$ cat src/rtl/branch_stage_n.sv
// Single-clock branch stage. It looks up a per-destination match flag (MF),
// writes it into the packet, and routes the packet to one of NCH Send/Ack channels.
module branch_stage_n #(
  parameter int PW       = 38,
  parameter int DEST_LSB = 20,
  parameter int TBL_AW   = 6,
  parameter int SEL_LSB  = 18,
  parameter int SEL_W    = 1,
  parameter int NCH      = 2,
  parameter int MF_BIT   = 18
) (
  input  logic              CP,
  input  logic              MR,
  input  logic [PW-1:0]     PACKET_IN,
  input  logic              Send_in,
  output logic              Ack_out,
  output logic [PW-1:0]     PACKET_OUT,
  output logic [NCH-1:0]    Send_out,
  input  logic [NCH-1:0]    Ack_in,
  input  logic              TBL_WE,
  input  logic [TBL_AW-1:0] TBL_WADDR,
  input  logic              TBL_WDATA,
  output logic [15:0]       DROP_CNT
);
  localparam int DEPTH = 1 << TBL_AW;
  localparam logic [SEL_W:0] NCH_L = (SEL_W+1)'(NCH);

  logic [DEPTH-1:0]  tbl_q;
  logic              v_q;
  logic [SEL_W-1:0]  ch_q;
  logic [PW-1:0]     pkt_q, pkt_d;
  logic [15:0]       drop_q;

  logic [TBL_AW-1:0] idx;
  logic [SEL_W-1:0]  sel;
  logic              mf, sel_ok, drain, accept;

  assign idx    = PACKET_IN[DEST_LSB +: TBL_AW];
  assign sel    = PACKET_IN[SEL_LSB +: SEL_W];
  assign sel_ok = {1'b0, sel} < NCH_L;

  // A write to the entry being looked up in the same cycle takes priority.
  assign mf = (TBL_WE && (TBL_WADDR == idx)) ? TBL_WDATA : tbl_q[idx];

  always_comb begin
    pkt_d         = PACKET_IN;
    pkt_d[MF_BIT] = mf;
  end

  for (genvar k = 0; k < NCH; k++) begin : g_send
    assign Send_out[k] = v_q && (ch_q == SEL_W'(k));
  end

  // Only the selected channel's Ack can drain, since Send_out is one-hot.
  assign drain   = |(Send_out & Ack_in);
  assign Ack_out = MR & (~v_q | drain);
  assign accept  = Send_in & Ack_out;

  always_ff @(posedge CP) begin
    if (!MR) begin
      tbl_q  <= '0;
      v_q    <= 1'b0;
      ch_q   <= '0;
      pkt_q  <= '0;
      drop_q <= '0;
    end else begin
      if (TBL_WE) tbl_q[TBL_WADDR] <= TBL_WDATA;
      if (accept) begin
        if (sel_ok) begin
          v_q   <= 1'b1;
          ch_q  <= sel;
          pkt_q <= pkt_d;
        end else begin
          v_q <= 1'b0;
          if (drop_q != 16'hFFFF) drop_q <= drop_q + 16'd1;
        end
      end else if (drain) begin
        v_q <= 1'b0;
      end
    end
  end

  assign PACKET_OUT = pkt_q;
  assign DROP_CNT   = drop_q;
endmodule

$ cat config.mk
export PLATFORM = sky130hd
export DESIGN_NAME = branch_stage_n
export DESIGN_NICKNAME = d
export VERILOG_FILES = /design/src/rtl/branch_stage_n.sv
export SDC_FILE = /design/constraint.sdc
export NUM_CORES = 1
export LEC_CHECK = 0
export ABC_CLOCK_PERIOD_IN_PS = 1600
export BUFFER_PORTS_ARGS = -buffer_cell sky130_fd_sc_hd__buf_2
export CAP_MARGIN = 25
export CORE_ASPECT_RATIO = 0.6
export CORE_MARGIN = 1
export CORE_UTILIZATION = 40
export DETAILED_ROUTE_END_ITERATION = 10
export GPL_ROUTABILITY_DRIVEN = 0
export PLACE_DENSITY = 0.66
export SETUP_SLACK_MARGIN = 0.3
export SLEW_MARGIN = 0
export SYNTH_ARGS = -nofsm -noshare
export SYNTH_HDL_FRONTEND = slang
export SYNTH_SLANG_ARGS = --single-unit
$ cat constraint.sdc
create_clock -name CP -period 1.6 [get_ports CP]
set_clock_uncertainty 0.1 [all_clocks]
set_input_delay 0.32 -clock CP [delete_from_list [all_inputs] [get_ports CP]]
set_output_delay 0.32 -clock CP [all_outputs]
set_load 0.03 [all_outputs]
==> impl_metrics.toml, run 1 <==
[outcome]
outcome = "complete, but fails checks"
violations = "setup timing"

[yosys]
synthFlopType = "dfxtp_1"
async_reset_ff_share_pct = 0
synth-warning-count = 0
ys_seq_area_share_pct = 41.03
synth.cell_area_um2 = 5075
syn_inst = 617
synth_edf_count = 0
yosys_register_bits = 104
synth.distinct_cells = 39
synth.avg_cell_area_um2 = 8.225

[cts]
holdBufCountCts = 0
clockRootBuffer = "clkbuf_16"
cts_buffers = 9
clock_latency_ns = 0.35
cts_tree = "yes"
cts_max_path_buffers = 2
clk_pin_slew_ns = 0.08
cts_max_level = 3
numClockSinks = 104

[pwr]
p_leak_nw = 3.002
p_per_area_nw_per_um2 = 856.1
peakVddDrop_uv = 641.6

[grt]
antenna_found_initial = 0
grtUsageTotal_pct = 24.45
grt_pass1_vias = 4347
grt_max_degree = 95
gr-total-overflow = 0
grt_pass1_wl_um = 24250

[final_layout]
drive_above_1_share_pct = 36.18
final_cells = 914
areaGrowthSynthToFinish_pct = 44.28
finalInstanceArea_um2 = 7322
fill_cells = 979
fin_nets = 795
antenna_cells = 0

[floorplan]
die_w_um = 147.4
pin_count = 108
rows = 31
initial_core_util_pct = 41.54
die_area_um2 = 13160
die_h_um = 89.25
core_area_um2 = 12220

[detailed_routing]
num_vias = 4910
drc = 0
firstDrtPassIters = 5
drt-total-wl_um = 16380
via_per_inst = 5.372
ant_nets = 0
drt_iter0_drc = 389
wl_per_cell_um = 17.92

[placement]
dp.cells = 875
dpl_cell_area_um2 = 6202
portBuffers = 91
hpwl_um = 10540

[job]
maxCapViolations = 0

[timing]
fmax_ghz = 0.5672
holdWs_ns = 0.06460
min_period_ns = 1.763
period_share_pct = 110.2
setup_viol = 33
drv_slew = 0
hold_viol_final = 0
rsz0062_at_grt = "true"
finalWorstSetupSlack_ns = -0.1631

[critical_path]
reg2reg_depth = 7
cp.required_ns = 1.18
path_class = "reg2out"
crit_arrival_ns = 1.34
critPathMaxFanout = 2
r2r-end = "PACKET_OUT[4]$_SDFFE_PN0P_"
r2r_start = "ch_q$_SDFFE_PN0P_"
cp-start-kind = "flip-flop"
crit_path_end_kind = "output pin"
r2r_slack_ns = -0.12

[hold_path]
hold_end = "PACKET_OUT[36]$_SDFFE_PN0P_"
min_from = "PACKET_IN[36]"
worstHoldPathType = "in2reg"
whs_path_depth = 3
## synth_stat cells (6+ instances only)
library cell,instances,area (um^2)
clkbuf_1,37,138.9
mux2i_1,49,490.5
o21ai_0,46,230.2
nand2_1,162,608.1
buf_4,16,120.1
nor2b_1,37,231.5
mux4_1,7,183.9
dfxtp_1,104,2082
nand3_1,46,230.2
buf_2,9,45.04
nor3_1,6,30.03
nor2_1,10,37.54
a21boi_0,34,255.2
nand4_1,6,37.54
## cell type report
cell class	instances	area, um^2	area share, %
Clock buffer	9	225.2	3.076
Clock inverter	7	86.33	1.179
Inverter	1	3.754	0.05126
Multi-Input combinational cell	462	2969	40.55
Sequential cell	104	2111	28.83
Tap cell	165	206.4	2.820
Timing Repair Buffer	166	1720	23.50
## cells by family after synthesis
| logic type | Yosys count | synth area share (%) |
|---|---|---|
| muxes | 58 | 13.95 |
| DFF | 104 | 41.03 |
| AOI/OAI and AO/OA | 94 | 11.46 |
| xor gates and xnor gates | 6 | 1.036 |
| and+or+nand+nor | 287 | 25.94 |
| buffers and inverters | 67 | 6.509 |
| other | 1 | 0.07389 |
## power by group
group          internal, mW  switching, mW
combinational         0.545          0.664
sequential             2.68         0.0595
clock                  1.25           1.07
total                  4.47           1.80
## flip-flops by register name, summed over array words and instances (netlist names)
register / flops
PACKET_OUT: 38
ch_q: 1
tbl_q: 64
v_q: 1
## worst max-delay path by stage
stage                     depth (start not counted)         startpoint                           to
final                                             4  ch_q$_SDFFE_PN0P_                      Ack_out
after global routing                              4  ch_q$_SDFFE_PN0P_                      Ack_out
after CTS                                         4  ch_q$_SDFFE_PN0P_                      Ack_out
after detailed placement                          7      PACKET_IN[20]  PACKET_OUT[18]$_SDFFE_PN0P_
after global placement                            7      PACKET_IN[20]  PACKET_OUT[18]$_SDFFE_PN0P_
after floorplan                                   7      PACKET_IN[20]  PACKET_OUT[18]$_SDFFE_PN0P_
## worst max-delay path, stage by stage (launching register included)
cell and delay [ns]:
dfxtp_2 0.36, mux2i_2 0.23, nand2_1 0.11, and2_4 0.16, buf_6 0.13
## layer usage
layer | vias up | global-route usage (%) | part of all wire [%]
met5 | - | 0 | 0
met4 | 0 | 5.623 | 0.87
met3 | 13 | 6.684 | 9.0
met2 | 211 | 35.42 | 44
met1 | 2374 | 35.85 | 46
li1 | 2312 | - | -
## stage by stage
stage          util [%]  total power [mW]  TNS, ns  setup slack [ns]
3_5_place_dp      50.76             3.691  -0.8600           -0.4249
4_1_cts           56.89             6.155   -1.432           -0.1548
5_1_grt           59.93             6.475   -4.601           -0.2142
6_report          59.93             6.269   -2.832           -0.1631
2_1_floorplan         -             3.403  -0.1056           -0.1056
3_3_place_gp      50.76             3.673  -0.5235           -0.3914
## timing repair
item                                    4_1_cts  5_1_grt
endpoints found under the setup margin       77       89
setup buffers                                 5        8
endpoints found under the hold margin         0        0
resized for setup                            63      103
pin swaps                                     6        7
gates cloned                                  9        1
## cell usage in the layout, fill, tap and decap left out, types with 5 or more instances in the layout
cell         n
nor2_2       5
dfxtp_1     81
nand4_1      6
mux2i_1     48
nor2b_1     35
buf_16       8
nand3_1     46
o21ai_0      8
a21oi_1      5
a21boi_0    31
buf_6       39
buf_12      21
o21ai_2     19
buf_4       51
clkbuf_16   10
nand2_1    147
buf_2       45
o21ai_1     20
nand2_2     15
conb_1      16
dfxtp_2     23
No activity file was read; power rests on OpenSTA's default activity.
==> run 2, diff against run 1 <==
--- a/config.mk
+++ b/config.mk
@@ -5,7 +5,7 @@
 export SDC_FILE = /design/constraint.sdc
 export NUM_CORES = 1
 export LEC_CHECK = 0
-export ABC_CLOCK_PERIOD_IN_PS = 1600
+export ABC_CLOCK_PERIOD_IN_PS = 1650
 export BUFFER_PORTS_ARGS = -buffer_cell sky130_fd_sc_hd__buf_2
 export CAP_MARGIN = 25
 export CORE_ASPECT_RATIO = 0.6
@@ -13,7 +13,7 @@
 export CORE_UTILIZATION = 40
 export DETAILED_ROUTE_END_ITERATION = 10
 export GPL_ROUTABILITY_DRIVEN = 0
-export PLACE_DENSITY = 0.66
+export PLACE_DENSITY = 0.64
 export SETUP_SLACK_MARGIN = 0.3
 export SLEW_MARGIN = 0
 export SYNTH_ARGS = -nofsm -noshare
==> constraint.sdc (replaced) <==
create_clock -name CP -period 1.65 [get_ports CP]
set_clock_uncertainty 0.1 [all_clocks]
set_input_delay 0.33 -clock CP [delete_from_list [all_inputs] [get_ports CP]]
set_output_delay 0.33 -clock CP [all_outputs]
set_load 0.03 [all_outputs]
==> run 2 against run 1 <==
  * Largest cell class unchanged
  * Cell count is 3.3% lower
  * Clock power is 3% lower
  * Worst hold slack better by 0.0040 ns
  * Critical path depth stayed put
  * Count of clock-buffer cells in the layout is 1 higher
  * The run still ends with setup timing left
  * Die area stayed put
  * Largest power group unchanged
  * First-iteration DRC count is 9.3% higher
  * Via count is 5.6% lower
  * Sequential share of layout area is 2.8 points higher
==> impl_metrics.toml, run 2 (same netlist as run 1, synthesis figures left out) <==
[floorplan]
rows = 31
die_w_um = 147.4
core_area_um2 = 12220
pin_count = 108
die_area_um2 = 13160
initial_core_util_pct = 41.54
die_h_um = 89.25

[final_layout]
fin_nets = 765
antenna_cells = 0
layout_common_cells = "136 x nand2_1, 101 x dfxtp_1, 59 x buf_2, 54 x buf_4, 48 x mux2i_1"
final_cells = 884
fill_cells = 1118
largest_register_ffs = 64
final_common_cell = "nand2_1"
areaGrowthSynthToFinish_pct = 30.13
fin_util_pct = 54.05
drive_above_1_share_pct = 30.74
top_register = "tbl_q"

[placement]
dp.cells = 865
hpwl_um = 10020
portBuffers = 91

[outcome]
outcome = "complete, but fails checks"
violations = "setup timing"

[grt]
grtUsageTotal_pct = 22.38
met1_usage_pct = 33.79
met3_usage_pct = 4.745
grt_max_degree = 99
grt_pass1_wl_um = 22520
grt_pass1_vias = 4167
met2_usage_pct = 31.65
busiest_layer = "met1"
gr-total-overflow = 0
antenna_found_initial = 0

[critical_path]
crit_path_end_kind = "output pin"
crit_arrival_ns = 1.32
cp-start-kind = "flip-flop"
cp.required_ns = 1.22
path_class = "reg2out"
critPathMaxFanout = 2

[job]
maxCapViolations = 0

[detailed_routing]
drt_iter0_drc = 425
firstDrtPassIters = 4
drc = 0
ant_nets = 0
wl_per_cell_um = 16.63
drt-total-wl_um = 14700
via_per_inst = 5.242
num_vias = 4634

[pwr]
p_leak_nw = 2.709
p_sw_mw = 1.665
p_per_area_nw_per_um2 = 886.7
seqPwrFrac_pct = 45.0
combPwrFrac_pct = 16.4
swShare_pct = 28.43
clkPwrFrac_pct = 38.6
peakVddDrop_uv = 486.3
p_int_mw = 4.191

[cts]
holdBufCountCts = 0
numClockSinks = 104
cts_tree = "yes"
cts_buffers = 9
cts_max_level = 3
cts_max_path_buffers = 2
clockRootBuffer = "clkbuf_16"
clock_latency_ns = 0.36
clk_pin_slew_ns = 0.08

[timing]
min_period_ns = 1.747
period_share_pct = 105.9
holdWs_ns = 0.06857
hold_viol_final = 0
rsz0062_at_grt = "true"
fmax_ghz = 0.5724
finalWorstSetupSlack_ns = -0.09709
fin_tns_setup_ns = -0.1094
drv_slew = 0
setup_viol = 2

[hold_path]
worstHoldPathType = "in2reg"
[run 2: power by group through the flow]
stage,Clock [mW],Combinational (mW),Sequential (mW)
after global placement,0,0.845,2.68
after detailed placement,0,0.861,2.69
after floorplan,0,0.464,2.82
after global routing,2.40,1.02,2.64
final,2.26,0.959,2.63
after CTS,2.28,0.916,2.63
[run 2: final timing paths]
kind | start | to | slack [ns] | cells after the start
worst max register to register | tbl_q[37]$_SDFFE_PN0P_ | PACKET_OUT[18]$_SDFFE_PN0P_ | -0.01 | 6
worst max-delay path | ch_q$_SDFFE_PN0P_ | Ack_out | -0.1 | 4
worst min-delay path | PACKET_IN[29] | PACKET_OUT[29]$_SDFFE_PN0P_ | 0.07 | 3
worst min register to register | PACKET_OUT[10]$_SDFFE_PN0P_ | PACKET_OUT[10]$_SDFFE_PN0P_ | 0.35 | 2
[run 2: critical path, stage by stage, from the launching register on]
cell and delay (ns):
dfxtp_2 0.35, mux2i_2 0.23, nand2_1 0.10, and2_4 0.15, buf_6 0.13
[run 2: layout make-up]
type	instances	area, um^2	share of cell area, %
Sequential cell	104	2086	31.58
Clock inverter	6	73.82	1.118
Timing Repair Buffer	137	1052	15.93
Inverter	1	3.754	0.05684
Multi-Input combinational cell	461	2943	44.56
Tap cell	165	206.4	3.126
Clock buffer	10	239.0	3.619
[run 2: layer usage]
layer | vias up | part of all wire, %
li1 | 2245 | -
met1 | 2229 | 50
met2 | 151 | 44
met3 | 9 | 5.6
met4 | 0 | 0.80
met5 | - | 0
[run 2: timing repair]
| item | CTS | global route |
|---|---|---|
| setup endpoints to repair | 36 | 68 |
| buffers inserted | 2 | 1 |
| resized for setup | 53 | 49 |
| pin swaps | 6 | 9 |
[run 2: through the flow]
stage / instance area, um^2 / total power, mW / setup slack [ns]
after floorplan: 5348 / 3.284 / -0.06557
after global placement: 6026 / 3.527 / -0.3712
after detailed placement: 6026 / 3.547 / -0.3877
after CTS: 6516 / 5.827 / -0.07994
after global routing: 6604 / 6.063 / -0.1438
final: 6604 / 5.856 / -0.09709
==> run 3, diff against run 2 <==
==> constraint.sdc (replaced) <==
create_clock -name CP -period 1.65 [get_ports CP]
set_clock_uncertainty 0.1 [all_clocks]
set_input_delay 0.33 -clock CP [delete_from_list [all_inputs] [get_ports CP]]
set_output_delay 0.33 -clock CP [all_outputs]
set_load 0.02 [all_outputs]
==> run 3 against run 2 <==
  * The run still ends with setup timing left
  * First-iteration DRC count increased by 12%
  * Clock power about the same
  * Via count increased by 0.86%
  * Register-to-register slack about the same
  * Cell count unchanged
  * Wire length decreased by 0.46%
  * Sequential share of layout area increased by 0.32 points
  * Worst hold slack about the same
  * Worst setup slack improved by 0.0072 ns
  * Flip-flop and latch count unchanged
  * Count of clock-buffer cells in the layout unchanged
  * Cell area decreased by 1.0%
  * Largest power group unchanged
==> impl_metrics.toml, run 3 (same netlist as run 1, synthesis figures left out) <==
[pwr]
seqPwrFrac_pct = 45.8
combPwrFrac_pct = 15.0
swShare_pct = 27.54
p_sw_mw = 1.583
p_leak_nw = 2.707
clkPwrFrac_pct = 39.2
p_per_area_nw_per_um2 = 879.4
peakVddDrop_uv = 480.0
total_power_mw = 5.749
p_int_mw = 4.166

[critical_path]
cp.required_ns = 1.22
slowest_stage = "dfxtp_2"
critPathMaxFanout = 2
slowest_delay_ns = 0.35
path_class = "reg2out"
cp-start-kind = "flip-flop"
r2r_slack_ns = -0.01
crit_arrival_ns = 1.31
path_cells = "mux2i_2 -> nand2_1 -> and2_4 -> buf_6"
crit_path_end_kind = "output pin"

[cts]
cts_tree = "yes"
numClockSinks = 104
holdBufCountCts = 0
cts_buffers = 9
cts_max_level = 3
cts_max_path_buffers = 2
clock_latency_ns = 0.36
clk_pin_slew_ns = 0.08
clockRootBuffer = "clkbuf_16"

[floorplan]
initial_core_util_pct = 41.54
die_area_um2 = 13160
die_w_um = 147.4
pin_count = 108
core_area_um2 = 12220
rows = 31
die_h_um = 89.25

[final_layout]
drive_above_1_share_pct = 30.74
finalInstanceArea_um2 = 6538
fin_util_pct = 53.51
largest_register_ffs = 64
antenna_cells = 0
top_register = "tbl_q"
final_cells = 884
fin_nets = 765
layout_common_cells = "136 x nand2_1, 101 x dfxtp_1, 84 x buf_2, 48 x mux2i_1, 46 x nand3_1"
areaGrowthSynthToFinish_pct = 28.82
final_common_cell = "nand2_1"

[grt]
grtUsageTotal_pct = 22.38
antenna_found_initial = 0
grt_pass1_vias = 4167
gr-total-overflow = 0
grt_pass1_wl_um = 22520
grt_max_degree = 99

[detailed_routing]
drt-total-wl_um = 14630
ant_nets = 0
firstDrtPassIters = 6
drc = 0
drt_iter0_drc = 475
num_vias = 4674
via_per_inst = 5.287
wl_per_cell_um = 16.55

[placement]
preCtsSetupSlack_ns = -0.3877
dp.cells = 865
dpl_cell_area_um2 = 6026
portBuffers = 91
hpwl_um = 10020

[outcome]
violations = "setup timing"
outcome = "complete, but fails checks"

[hold_path]
worstHoldPathType = "in2reg"

[timing]
holdWs_ns = 0.06858
hold_viol_final = 0
min_period_ns = 1.740
finalWorstSetupSlack_ns = -0.08990
fmax_ghz = 0.5747
rsz0062_at_grt = "true"
setup_viol = 2
fin_tns_setup_ns = -0.1007
period_share_pct = 105.4
drv_slew = 0

[job]
maxCapViolations = 0
==> run 3: timing repair <==
action / CTS / global route
pin swaps: 6 / 9
gates resized for setup: 49 / 12
endpoints found under the setup margin: 32 / 46
setup buffers: 2 / 1
==> run 3: power by group through the flow <==
stage	logic, mW	registers, mW	clock network, mW
floorplan	0.445	2.77	0
global placement	0.773	2.68	0
detailed placement	0.790	2.69	0
CTS	0.842	2.63	2.28
global route	0.927	2.64	2.40
finish	0.864	2.63	2.25
==> run 3: critical path, delay by kind of cell, from the launching register on <==
family,cells,cell delay [ns]
buffers and inverters,1,0.12
muxes,1,0.23
and+or+nand+nor,2,0.25
DFF,1,0.35
==> run 3: final timing paths <==
check	start	endpoint	depth (start not counted)
hold reg to reg	PACKET_OUT[10]$_SDFFE_PN0P_	PACKET_OUT[10]$_SDFFE_PN0P_	2
hold / removal	PACKET_IN[29]	PACKET_OUT[29]$_SDFFE_PN0P_	3
setup / recovery	ch_q$_SDFFE_PN0P_	Ack_out	4
setup reg to reg	tbl_q[38]$_SDFFE_PN0P_	PACKET_OUT[18]$_SDFFE_PN0P_	6
==> run 3: area by class of cell <==
type	count	area, um^2
flip-flops and latches	104	2086
inverters	1	3.754
clock buffers	10	239.0
clock inverters	6	73.82
fillers	1124	5680
well taps	165	206.4
multi-input cells	461	2943
repair buffers	137	985.9
==> run 3: routing by layer <==
layer  part of all wire [%]  GRT usage, %
met4                   0.97         6.279
met5                      0             0
met2                     43         31.65
met1                     49         33.79
met3                    6.2         4.745
